## src/rtl/sync_pkg.sv

```systemverilog
// Shared types and constants for the sync_filter_edge synchroniser slice.
package sync_pkg;

  localparam int SYNC_MIN_FLOPS   = 2;
  localparam int SYNC_MAX_FLOPS   = 4;
  localparam int GLITCH_CNT_W_DEF = 8;

  typedef enum logic [1:0] {
    EDGE_NONE,
    EDGE_RISE,
    EDGE_FALL
  } edge_e;

  function automatic int filt_cnt_w(input int filter_cycles);
    return $clog2(filter_cycles + 1);
  endfunction

endpackage

```

## src/rtl/sync_filter_ch.sv

```systemverilog
// One channel: synchroniser chain, stability filter, edge pulses and, when
// SYNC_FILTER_GLITCH_CNT_EN is defined, a saturating glitch counter.
module sync_filter_ch
  import sync_pkg::*;
#(
  parameter int   NUM_FLOPS     = 2,
  parameter int   FILTER_CYCLES = 4,
  parameter int   GLITCH_CNT_W  = GLITCH_CNT_W_DEF,
  parameter logic RST_VAL       = 1'b0
) (
  input  logic                    clk,
  input  logic                    rst_n,
  input  logic                    async_i,
  input  logic                    bypass_i,
  input  logic                    glitch_clr_i,
  output logic                    sync_o,
  output logic                    rise_o,
  output logic                    fall_o,
  output logic [GLITCH_CNT_W-1:0] glitch_cnt_o
);

  localparam int              CNT_W    = filt_cnt_w(FILTER_CYCLES);
  localparam logic [CNT_W-1:0] CNT_LAST = CNT_W'(FILTER_CYCLES - 1);

  logic [NUM_FLOPS-1:0] chain_q;
  logic                 s;
  logic [CNT_W-1:0]     cnt_q, cnt_d;
  logic                 sync_q, sync_d;
  logic                 rise_q, fall_q;
  edge_e                edge_d;
  logic                 glitch_evt;

  // NOTE: the synchroniser chain is reset too, so no stale level can leak out after reset.
  always_ff @(posedge clk or negedge rst_n) begin
    if (!rst_n) chain_q <= {NUM_FLOPS{RST_VAL}};
    else        chain_q <= {chain_q[NUM_FLOPS-2:0], async_i};
  end

  assign s = chain_q[NUM_FLOPS-1];

  // NOTE: every output of this block gets a default first, otherwise a missed branch infers a latch.
  always_comb begin
    cnt_d      = '0;
    sync_d     = sync_q;
    edge_d     = EDGE_NONE;
    glitch_evt = 1'b0;
    if (s != sync_q) begin
      if (bypass_i || cnt_q == CNT_LAST) begin
        sync_d = s;
        edge_d = s ? EDGE_RISE : EDGE_FALL;
      end else begin
        cnt_d = cnt_q + CNT_W'(1);
      end
    end else begin
      // A run that collapsed back to the accepted level was a rejected glitch.
      glitch_evt = !bypass_i && (cnt_q != '0);
    end
  end

  // NOTE: sequential state uses non-blocking assignments so every flop samples pre-edge values.
  always_ff @(posedge clk or negedge rst_n) begin
    if (!rst_n) begin
      cnt_q  <= '0;
      sync_q <= RST_VAL;
      rise_q <= 1'b0;
      fall_q <= 1'b0;
    end else begin
      cnt_q  <= cnt_d;
      sync_q <= sync_d;
      rise_q <= (edge_d == EDGE_RISE);
      fall_q <= (edge_d == EDGE_FALL);
    end
  end

  assign sync_o = sync_q;
  assign rise_o = rise_q;
  assign fall_o = fall_q;

`ifdef SYNC_FILTER_GLITCH_CNT_EN
  logic [GLITCH_CNT_W-1:0] gcnt_q;

  always_ff @(posedge clk or negedge rst_n) begin
    if (!rst_n)                             gcnt_q <= '0;
    else if (glitch_clr_i)                  gcnt_q <= '0;
    else if (glitch_evt && gcnt_q != '1)    gcnt_q <= gcnt_q + GLITCH_CNT_W'(1);
  end

  assign glitch_cnt_o = gcnt_q;
`else
  logic unused_glitch;
  assign unused_glitch = glitch_evt ^ glitch_clr_i;
  assign glitch_cnt_o  = '0;
`endif

endmodule

```

## src/rtl/sync_filter_edge.sv

```systemverilog
// Multi-channel synchroniser + glitch filter + edge detector.
// Optional per-channel glitch counters are enabled by SYNC_FILTER_GLITCH_CNT_EN.
module sync_filter_edge
  import sync_pkg::*;
#(
  parameter int               NUM_FLOPS     = 2,
  parameter int               WIDTH         = 4,
  parameter logic [WIDTH-1:0] RST_VAL       = '0,
  parameter int               FILTER_CYCLES = 4,
  parameter int               GLITCH_CNT_W  = GLITCH_CNT_W_DEF
) (
  input  logic                          clk,
  input  logic                          rst_n,
  input  logic [WIDTH-1:0]              async_in,
  input  logic [WIDTH-1:0]              filt_bypass,
  output logic [WIDTH-1:0]              sync_out,
  output logic [WIDTH-1:0]              rise_pulse,
  output logic [WIDTH-1:0]              fall_pulse,
  input  logic                          glitch_clr,
  output logic [WIDTH*GLITCH_CNT_W-1:0] glitch_cnt
);

  if (NUM_FLOPS < SYNC_MIN_FLOPS || NUM_FLOPS > SYNC_MAX_FLOPS) begin : g_bad_flops
    $error("sync_filter_edge: NUM_FLOPS must be in 2..4");
  end
  if (WIDTH < 1 || WIDTH > 32) begin : g_bad_width
    $error("sync_filter_edge: WIDTH must be in 1..32");
  end
  if (FILTER_CYCLES < 1 || FILTER_CYCLES > 255) begin : g_bad_filter
    $error("sync_filter_edge: FILTER_CYCLES must be in 1..255");
  end
  if (GLITCH_CNT_W < 1) begin : g_bad_gcnt
    $error("sync_filter_edge: GLITCH_CNT_W must be at least 1");
  end

  for (genvar i = 0; i < WIDTH; i++) begin : g_ch
    sync_filter_ch #(
      .NUM_FLOPS    (NUM_FLOPS),
      .FILTER_CYCLES(FILTER_CYCLES),
      .GLITCH_CNT_W (GLITCH_CNT_W),
      .RST_VAL      (RST_VAL[i])
    ) u_ch (
      .clk         (clk),
      .rst_n       (rst_n),
      .async_i     (async_in[i]),
      .bypass_i    (filt_bypass[i]),
      .glitch_clr_i(glitch_clr),
      .sync_o      (sync_out[i]),
      .rise_o      (rise_pulse[i]),
      .fall_o      (fall_pulse[i]),
      .glitch_cnt_o(glitch_cnt[i*GLITCH_CNT_W +: GLITCH_CNT_W])
    );
  end

endmodule
```

## config.mk

```make
export PLATFORM = sky130hd
export DESIGN_NAME = sync_filter_edge
export DESIGN_NICKNAME = d
export VERILOG_FILES = /design/src/rtl/sync_pkg.sv /design/src/rtl/sync_filter_ch.sv /design/src/rtl/sync_filter_edge.sv
export SDC_FILE = /design/constraint.sdc
export NUM_CORES = 1
export LEC_CHECK = 0
export ABC_AREA = 1
export CELL_PAD_IN_SITES_DETAIL_PLACEMENT = 0
export CELL_PAD_IN_SITES_GLOBAL_PLACEMENT = 2
export CORE_MARGIN = 2
export CORE_UTILIZATION = 29
export CTS_BUF_LIST = sky130_fd_sc_hd__clkbuf_8
export CTS_CLUSTER_SIZE = 25
export DETAILED_ROUTE_END_ITERATION = 10
export PLACE_DENSITY_LB_ADDON = 0.3
export SLEW_MARGIN = 10
export SYNTH_ARGS = -nofsm -noshare
export SYNTH_HDL_FRONTEND = slang
export SYNTH_SLANG_ARGS = --single-unit
export TNS_END_PERCENT = 1
```

## constraint.sdc

```tcl
create_clock -name clk -period 2 [get_ports clk]
set_input_delay 0.2 -clock clk [delete_from_list [all_inputs] [get_ports clk]]
set_output_delay 0.2 -clock clk [all_outputs]
set_load 0.05 [all_outputs]
```

# == Word-level counts from Yosys, hierarchy flattened ==
# Index checks and enable logic that the tools add are counted.
# word_totals
wordCells,68
regBits,32
output_inout_bits,44
# classes
eq_ne,16
n_reduce_logical,8
mux,20
addsub,4
# ops
cell,n
$mux 2,12
$mux 3,8
$add 3x1->3 const B,4
$eq 3x2->1 const B,4
$eq 2x1->1 const B,4
$eq 2x2->1 const B,4
$reduce_and 2->1,4
$logic_or 1x1->1,4
$ne 1x1->1,4

# == Logic depth before layout (Yosys ltp) ==
# depth
word_depth,5
mapped_depth,5
depth_no_buf,5

# == Hierarchy ==
# A second synthesis with hierarchy kept.
# hier_totals
cells_unflattened,156
area_unflattened_um2,1511.4
# modules_own_cells
mod,area_per_inst_um2,seq_area_each_um2,n_inst,cells_each
sync_filter_ch,377.9,200.2,4,39

# == Worst setup path after synthesis ==
# Ideal clock, no wire load.
# synth_timing
path_kind,register -> register
from,register g_ch[0].u_ch.cnt_q[0]
to,register g_ch[0].u_ch.cnt_q[0]
setup_slack_ns,0.884
setup_time_ns,0.071
synth_period_minus_slack_ns,1.116
arrival_time_ns,1.045
path_stages_with_launch,6
required_ns,1.929
cell_sequence,dfrtp_1 > ha_1 > ha_1 > nor2_4 > nand2_1 > nor2_1
# synth_via
elab_chain_len,4
elab_cells_between_ends,5
# synth_rtl
item,line,rtl
"start, declared",sync_filter_ch.sv:27,"logic [CNT_W-1:0] cnt_q, cnt_d;"
"start signal, assigned",sync_filter_ch.sv:68,cnt_q <= cnt_d;
"parallel branches: the longest is 2 deep, another holds $add 3x1->3",-,
$mux 3 *,sync_filter_ch.sv:48,if (bypass_i || cnt_q == CNT_LAST) begin
$mux 3 *,sync_filter_ch.sv:47,if (s != sync_q) begin
net g_ch[0].u_ch.cnt_d[0],sync_filter_ch.sv:27,
# Mark *: on every way through the listed nets, which the timed path passes.
# A chain may end at the register's enable or synchronous reset.

# == Worst setup path after layout ==
# layout_timing
from,register g_ch[1].u_ch.sync_q
to,output sync_out[1]
# layout_lines
item,line,rtl
"start, declared",sync_filter_ch.sv:28,"logic sync_q, sync_d;"
"start signal, assigned",sync_filter_ch.sv:69,sync_q <= sync_d;
"end, declared",sync_filter_edge.sv:16,"output logic [WIDTH-1:0] sync_out,"
# No word-level cell between the ends.

==> key figures <==
Clock tree
  • Clk root buf: clkbuf_8
  • Inserted Clock Buffers: 5
  • H-Tree Depth: 2
  • Post-CTS setup buffers: 0
  • Worst-skew pair later-pin latency: about 0.28 ns
  • CTS tree: built
  • Clk slew on worst S/H paths: ~0.06 ns
  • CTS max path bufs: 2
  • CTS sink cnt: 32
  • Cts hold-fix bufs: 0
  • Post-CTS sizing: 0

Routing
  • Drt total wl: 2240 um
  • Drt pass-1 iters: 2
  • # DRC: 0
  • DR iter-0 viols: 54
  • Via count: between 900 and 1000
  • Routed Antenna Nets: 0
  • Vias per inst: approximately 3.6
  • WL/cell: 8.87 um

Synthesis
  • Synth warnings: 0
  • Cell count after synthesis: 165
  • Post-synthesis register bit count: 32
  • Post-synthesis sequential area ratio: 50.4%
  • Avg Inst Size Synth: 9.64 um^2
  • Mapped Area: between 1500 and 2000 um^2
  • Netlist cell types: 12

Setup path
  • Cell class contributing the biggest share of worst-path delay: buffers and inverters
  • Buffers & Inverters on Critical Path: 1
  • Crit-path max cell delay: about 0.84 ns
  • CP Data Required Time: 1.80 ns
  • CP Launch Type: flop
  • Crit Path Max Fanout: 5
  • Worst Setup Path Type: reg -> out
  • Slowest CP cell: clkdlybuf4s50_1
  • CP cell instances: clkdlybuf4s50_1
  • Endpoint class of the critical path: primary output
  • Arrival time at the worst endpoint: about 1.5 ns

Pwr
  • Net Sw Frac: about 30%
  • Combinational cell fraction of total power: between 10% and 20%
  • Power Dens Cells: approximately 940 nW/um^2
  • Leakage power: roughly 0.95 nW
  • Sw power: 0.000500 W
  • Part of the power in registers: between 40% and 50%
  • Clock power share: about two fifths
  • Max VDD drop: about 0.26 mV
  • Power, Total: between 0.0015 and 0.002 W
  • Power Internal: 0.00120 W

Timing
  • Worst Clk Skew: ~0.0029 ns
  • Slew margin rel.: 65.3%
  • Least-Margin Pin Slew: a little over 0.5 ns
  • Pins Over Slew Limit: 0
  • Final setup viols: 0
  • RSZ-0062 raised after global routing: false
  • Minimum clock period: roughly 1.7 ns
  • Setup total negative slack: 0 ns
  • Final WS setup: 0.260 ns
  • Worst hold slack: between 0.3 and 0.4 ns
  • Achievable frequency: between 500 and 600 MHz
  • Tcrit/Tclk final: between 80 and 90%
  • Final hold vios: 0

GRT
  • Overflow left after global routing: 0
  • Initial antenna violation count: 0
  • Vias in the first global route: about 860
  • Pin count of the biggest net entering global routing: 33
  • First-pass GRT wire length: about 3700 um
  • GRT Resource Usage Total: slightly above 8%

Cells and area
  • Nets: 200
  • P&R area growth vs syn: 13.7%
  • Layout cells sized above 1: 9.89%
  • Final core occ: 34.7%
  • Antenna Cells: 0

Die
  • Placeable Area: between 5000 and 6000 um^2
  • Initial Util: between 30 and 40%
  • Die area: 6090 um^2
  • Die X-Extent: slightly below 80 um
  • Die height: just under 80 um
  • I/O pins: 55
  • Num rows: 26

Placed design
  • Routability congestion estimate: roughly 0.68
  • I/O Buffers: 21
  • HPWL Detailed: roughly 1700 um
  • Dpl ws: roughly 0.54 ns

Outcome
  • Status: completed

Run
  • Max-cap viol count: 0

Hold path
  • Worst hold path class: in -> async
[layer usage]
layer / track usage, % / share of wire, % / up-vias / wire length, um
li1: - / - / 456 / -
met2: 13.0 / 49 / 39 / 1090
met3: 3.79 / 8.4 / 4 / 187
met5: 0 / 0 / - / 0
met1: 8.39 / 39 / 408 / 883
met4: 6.32 / 3.2 / 0 / 72
[flip-flops by register name, summed over array words and instances, names as in the netlist]
| register | flops |
|---|---|
| g_ch.u_ch.cnt_q | 12 |
| g_ch.u_ch.rise_o | 4 |
| g_ch.u_ch.sync_o | 4 |
| g_ch.u_ch.chain_q | 8 |
| g_ch.u_ch.fall_o | 4 |
[worst paths after layout]
kind	from	end	slack, ns	depth (start not counted)
min reg2reg	g_ch[3].u_ch.chain_q[0]	g_ch[3].u_ch.chain_q[1]	0.35	0
min in group clk	g_ch[3].u_ch.chain_q[0]	g_ch[3].u_ch.chain_q[1]	0.35	0
max	g_ch[1].u_ch.sync_o	sync_out[1]	0.26	1
min	rst_n	g_ch[3].u_ch.rise_o	0.32	2
max reg2reg	g_ch[0].u_ch.cnt_q[0]	g_ch[0].u_ch.cnt_q[2]	0.77	5
max in group asynchronous	rst_n	g_ch[0].u_ch.cnt_q[1]	1.39	2
[cell type report]
type,instances,area [um^2]
fill,551,3400
sequential,32,801
multi-input combinational,100,500
timing repair buffer,22,218
clock buffer,7,96.3
tap,70,87.6
inverter,20,75.1
clock inverter,1,30.0
[kinds of logic (layout without fill, tap and decap cells)]
logic type               after synthesis  in the layout  share of synthesized area, %
buffers and inverters                 64             50                          25.5
flip-flops                            32             32                          50.4
other                                  1             32                         0.236
AND/OR/NAND/NOR                       56             56                          16.4
AO/OA/AOI/OAI                          4              4                          1.26
adder cells (fa/ha/maj)                8              8                          6.29
[layout by cell type (no fill, tap or decap), drive strengths merged]
cell            n
ha              8
dfrtp          32
nor2           16
buf             1
nor3            8
inv            20
nand2          32
clkdlybuf4s50  21
bufinv          1
o21ai           4
clkbuf          7
conb           32
[per-stage QoR]
step           cells  cell area (um^2)
5_1_grt          252              1810
4_1_cts          252              1810
3_5_place_dp     244              1680
6_report         252              1810
2_1_floorplan    196              1710
3_3_place_gp     244              1680
[synthesized netlist by cell type (all sizes together)]
cell type	number	area share, %
nor3	8	2.5
buf	44	21
conb	1	0.24
inv	20	4.7
nand2	32	8.2
dfrtp	32	50
nor2	16	5.7
ha	8	6.3
o21ai	4	1.3
[power groups by stage]
| stage | logic, W | clock network [W] | registers [W] |
|---|---|---|---|
| detailed placement | 0.000340 | 0 | 0.000722 |
| global placement | 0.000335 | 0 | 0.000719 |
| CTS | 0.000341 | 0.000682 | 0.000710 |
| finish | 0.000337 | 0.000653 | 0.000709 |
| floorplan | 0.000332 | 0 | 0.000716 |
| global route | 0.000364 | 0.000706 | 0.000714 |
(Power assumes the default switching activity.)
==> variant 1: new RTL, same settings <==
`GLITCH_CNT_W_DEF`: 8 -> 12.
--- a/src/rtl/sync_pkg.sv
+++ b/src/rtl/sync_pkg.sv
@@ -5,3 +5,3 @@
   localparam int SYNC_MAX_FLOPS   = 4;
-  localparam int GLITCH_CNT_W_DEF = 8;
+  localparam int GLITCH_CNT_W_DEF = 12;
 
Ports: changed (resized glitch_cnt); port bits go from 55 to 71. The function was not compared with the original's and may differ.
==> variant 1 against the original RTL <==
Area after synthesis grew 7.6%. Design area grew 3.5%. Worst setup slack gained 0.022 ns. Sequential cell count is the same. Wire length grew 1.8%. Die area grew 7.2%. Combinational power grew 19%. Power grew 4.7%.
==> variant 1: results <==
metrics = {
    "critical_path": {
        "crit_family": "buffers and inverters",
        "rrSetupSlack_ns": 0.79,
        "cp.arrival_ns": 1.52,
        "timing.rr.start": "g_ch[3].u_ch.cnt_q[0]",
        "crit_fanout": 5,
        "rr_endpoint": "g_ch[3].u_ch.cnt_q[0]",
        "rr_worst_depth": 5,
        "worst_path_largest_cell_delay_ns": 0.83,
        "cp_slowest_cell": "clkdlybuf4s50_1",
    },
    "synth": {
        "ys_seq_area_share_pct": 46.8,
        "async_reset_ff_share_pct": 100,
        "synth_flop_cell": "dfrtp_1",
        "ys_top_cells_by_area": "dfrtp_1, buf_4, nand2_1",
        "ys.warnings.count": 0,
        "synth_commonest_cells": "buf_4, dfrtp_1, nand2_1",
        "ys_types": 12,
    },
    "detailed_routing": {
        "via_count": 919,
        "drt-initial-drc-count": 14,
        "remaining_drc_errors": 0,
        "drt-pass1-iter-count": 3,
        "finalWirelength_microns": 2280,
    },
    "global_routing": {
        "grt_max_degree": 33,
        "grt_usage_pct": 7.82,
        "first_global_vias": 855,
        "grt_pass1_wl_microns": 3740,
        "antenna_found_initial": 0,
    },
    "cts": {
        "tritoncts": "yes",
        "root_buffer": "clkbuf_8",
        "clk_pin_slew_worst_paths_ns": 0.07,
        "ctsResizeCount": 0,
        "cts-buffers-inserted": 5,
        "cts_buffer_depth": 2,
        "post_cts_buffers": 0,
        "cts.htree.levels": 2,
        "clk_latency_ns": 0.28,
    },
    "cells_and_area": {
        "antenna_cells": 0,
        "drive_gt1_share_pct": 9.09,
        "largestRegisters": "g_ch.u_ch.cnt_q x12, g_ch.u_ch.chain_q x8",
        "fill_cells": 607,
        "nNetsFinal": 216,
    },
    "timing": {
        "setup_viol_count_final": 0,
        "fin_skew_ns": 0.00245,
        "worst_hold_slack_ns": 0.310,
        "drv_slew": 0,
        "slew_headroom_pct": 65.2,
    },
    "pwr": {
        "p_leak_nw": 0.999,
        "ir_worst_vdd_uv": 353,
    },
    "placement": {
        "place_hpwl_microns": 1650,
        "gp_congestion": 0.667,
        "portBuffers": 21,
    },
    "run_status": {
        "status": "finished, final reports clean",
    },
    "worst_hold_path": {
        "min_path_type": "in -> async",
    },
}
-- variant 1: worst max-delay path by stage --
| stage | from | end | cells past startpoint |
|---|---|---|---|
| finish | g_ch[1].u_ch.sync_o | sync_out[1] | 1 |
| global route | g_ch[2].u_ch.sync_o | sync_out[2] | 1 |
| CTS | g_ch[1].u_ch.sync_o | sync_out[1] | 1 |
| detailed placement | g_ch[1].u_ch.sync_o | sync_out[1] | 1 |
| global placement | g_ch[1].u_ch.sync_o | sync_out[1] | 1 |
| floorplan | g_ch[0].u_ch.cnt_q[0] | g_ch[0].u_ch.cnt_q[0] | 5 |
-- variant 1: kinds of logic after synthesis --
group                      share of synthesized area [%]
DFF                                                 46.8
other                                              0.219
and+or+nand+nor                                     15.2
buffers and inverters                               30.7
AOI/OAI and AO/OA                                   1.17
adders and majority gates                           5.85
-- variant 1: routing by layer --
layer / GRT usage, % / share of wire (%)
met5: 0 / 0
met3: 4.00 / 8.2
met1: 9.14 / 43
met4: 4.07 / 2.4
met2: 11.8 / 46
-- variant 1: stage by stage --
| stage | instance area (sq um) | utilization [%] | setup slack (ns) | std cells | power (mW) |
|---|---|---|---|---|---|
| after global routing | 1870 | 33.4 | 0.202 | 270 | 1.87 |
| final | 1870 | 33.4 | 0.282 | 270 | 1.78 |
| after floorplan | 1890 | - | 0.884 | 228 | 1.14 |
| after global placement | 1740 | 31.1 | 0.567 | 262 | 1.13 |
| after detailed placement | 1740 | 31.1 | 0.569 | 262 | 1.13 |
| after CTS | 1870 | 33.4 | 0.253 | 270 | 1.82 |
-- variant 1: area by class of cell --
| class | count | area, sq um | share of cell area [%] |
|---|---|---|---|
| inverters | 20 | 75.1 | 4.01 |
| repair buffers | 22 | 218 | 11.6 |
| clock buffers | 7 | 96.3 | 5.15 |
| multi-input cells | 116 | 561 | 30.0 |
| well taps | 72 | 90.1 | 4.82 |
| flip-flops and latches | 32 | 801 | 42.8 |
| clock inverters | 1 | 30.0 | 1.61 |
-- variant 1: power breakdown --
part,leakage [nW],internal (mW),switching (mW),total (mW)
Sequential,0.412,0.686,0.0231,0.709
Combinational,0.522,0.0743,0.327,0.401
Clock,0.0645,0.439,0.231,0.670
Total,0.999,1.20,0.581,1.78
==> variant 2: new RTL, same flow settings <==
Made on the original files. Put a register stage on the output `fall_pulse`. The value now appears one clock later. The other outputs are not delayed to match.
--- a/src/rtl/sync_filter_edge.sv
+++ b/src/rtl/sync_filter_edge.sv
@@ -21,2 +21,4 @@
 );
+
+  logic [WIDTH-1:0] fall_pulse_d;
 
@@ -49,3 +51,3 @@
       .rise_o      (rise_pulse[i]),
-      .fall_o      (fall_pulse[i]),
+      .fall_o      (fall_pulse_d[i]),
       .glitch_cnt_o(glitch_cnt[i*GLITCH_CNT_W +: GLITCH_CNT_W])
@@ -54,2 +56,6 @@
 
+  always_ff @(posedge clk) begin
+      fall_pulse <= fall_pulse_d;
+  end
+
 endmodule
Behaviour: not the same (a bounded check fails within 10 cycles, from zero or initial values and one cycle with rst_n low).
==> variant 2 against the original RTL <==
Synthesized cell count stayed put. Power down 2.7%. Area after synthesis up 3.1%. Sequential cell count rose by 4. Worst hold slack worse by 0.0031 ns. Design area increased by 2.7%. Non-clock buffer count unchanged. Wire length grew 2.8%. Worst setup slack better by 0.011 ns. Clock skew down 0.0020 ns.
==> variant 2: results <==
metrics = {
    "run_status": {
        "status": "finished, final reports clean",
    },
    "detailed_routing": {
        "via_count": 933,
        "finalWirelength_microns": 2300,
        "drt-pass1-iter-count": 4,
        "wl_per_cell_microns": 8.91,
        "drt-initial-drc-count": 43,
    },
    "cts": {
        "clk_pin_slew_worst_paths_ns": 0.07,
        "ctsResizeCount": 0,
        "root_buffer": "clkbuf_8",
        "cts.htree.levels": 2,
        "cts_buffer_depth": 2,
        "clk_latency_ns": 0.28,
        "cts-buffers-inserted": 5,
        "post_cts_buffers": 0,
    },
    "synth": {
        "synth_commonest_cells": "buf_4, dfrtp_1, nand2_1",
        "ys_seq_area_share_pct": 53.7,
        "ys.warnings.count": 0,
        "ys_top_cells_by_area": "dfrtp_1, buf_4, nand2_1",
        "avgSynthCellArea_sq_um": 9.94,
        "ys_types": 13,
        "async_reset_ff_share_pct": 88.9,
    },
    "placement": {
        "portBuffers": 21,
        "place_hpwl_microns": 1690,
        "gp_congestion": 0.748,
        "place_inst": 250,
    },
    "critical_path": {
        "timing.rr.start": "g_ch[2].u_ch.cnt_q[0]",
        "worst_path_largest_cell_delay_ns": 0.83,
        "cp_slowest_cell": "clkdlybuf4s50_1",
        "rrSetupSlack_ns": 0.74,
        "rr_worst_depth": 5,
        "crit_family": "buffers and inverters",
        "rr_endpoint": "g_ch[2].u_ch.cnt_q[2]",
        "crit_fanout": 5,
        "cp.arrival_ns": 1.53,
    },
    "global_routing": {
        "grt_usage_pct": 8.36,
        "antenna_found_initial": 0,
        "first_global_vias": 893,
        "grt_max_degree": 33,
        "grt_pass1_wl_microns": 3920,
    },
    "cells_and_area": {
        "largestRegisters": "g_ch.u_ch.cnt_q x12, g_ch.u_ch.chain_q x8",
        "nNetsFinal": 204,
        "drive_gt1_share_pct": 9.68,
        "fill_cells": 582,
        "antenna_cells": 0,
    },
    "timing": {
        "worst_hold_slack_ns": 0.321,
        "fin_skew_ns": 0.000866,
        "worstMarginPinSlew_ns": 0.500,
    },
    "worst_hold_path": {
        "min_path_type": "in -> async",
    },
    "pwr": {
        "ir_worst_vdd_uv": 279,
        "p_leak_nw": 0.966,
    },
}
[variant 2: per-layer routing]
metal	wire length [microns]	GRT usage, %	vias up
met5	0	0	-
met4	61	5.52	0
met3	156	3.41	7
met2	1140	12.9	30
met1	938	9.49	432
li1	-	-	464
[variant 2: where the power goes]
group	leakage, nW	switching (mW)	internal [mW]	total, mW
clock network	0.0510	0.247	0.275	0.522
registers	0.445	0.0253	0.769	0.794
logic	0.470	0.262	0.0747	0.337
total	0.966	0.535	1.12	1.65
[variant 2: cell families after synthesis]
kind of cell | share of synthesized area [%]
AND/OR/NAND/NOR | 15.9
adder cells (fa/ha/maj) | 6.10
buffers and inverters | 22.9
flip-flops | 53.7
AO/OA/AOI/OAI | 1.22
other | 0.229
[variant 2: worst max path at each step]
| stage | startpoint | to | slack (ns) | depth (start not counted) |
|---|---|---|---|---|
| after floorplan | g_ch[0].u_ch.cnt_q[0] | g_ch[0].u_ch.cnt_q[0] | 0.88 | 5 |
| after global placement | g_ch[1].u_ch.sync_o | sync_out[1] | 0.57 | 1 |
| after detailed placement | g_ch[0].u_ch.sync_o | sync_out[0] | 0.56 | 1 |
| after CTS | g_ch[0].u_ch.sync_o | sync_out[0] | 0.25 | 1 |
| after global routing | g_ch[0].u_ch.sync_o | sync_out[0] | 0.20 | 1 |
| final | g_ch[0].u_ch.sync_o | sync_out[0] | 0.27 | 1 |
[variant 2: stage by stage]
step | area (sq um) | worst slack, ns
CTS | 1860 | 0.246
finish | 1860 | 0.271
detailed placement | 1760 | 0.564
global placement | 1760 | 0.571
global route | 1860 | 0.204
floorplan | 1760 | 0.884
[variant 2: final cells by class]
cell class                 instances  area share, %
tap                               72           4.85
clock buffer                       6           4.45
timing repair buffer              22           11.7
inverter                          20           4.04
multi-input combinational        100           27.0
sequential                        36           47.4
clock inverter                     2          0.539
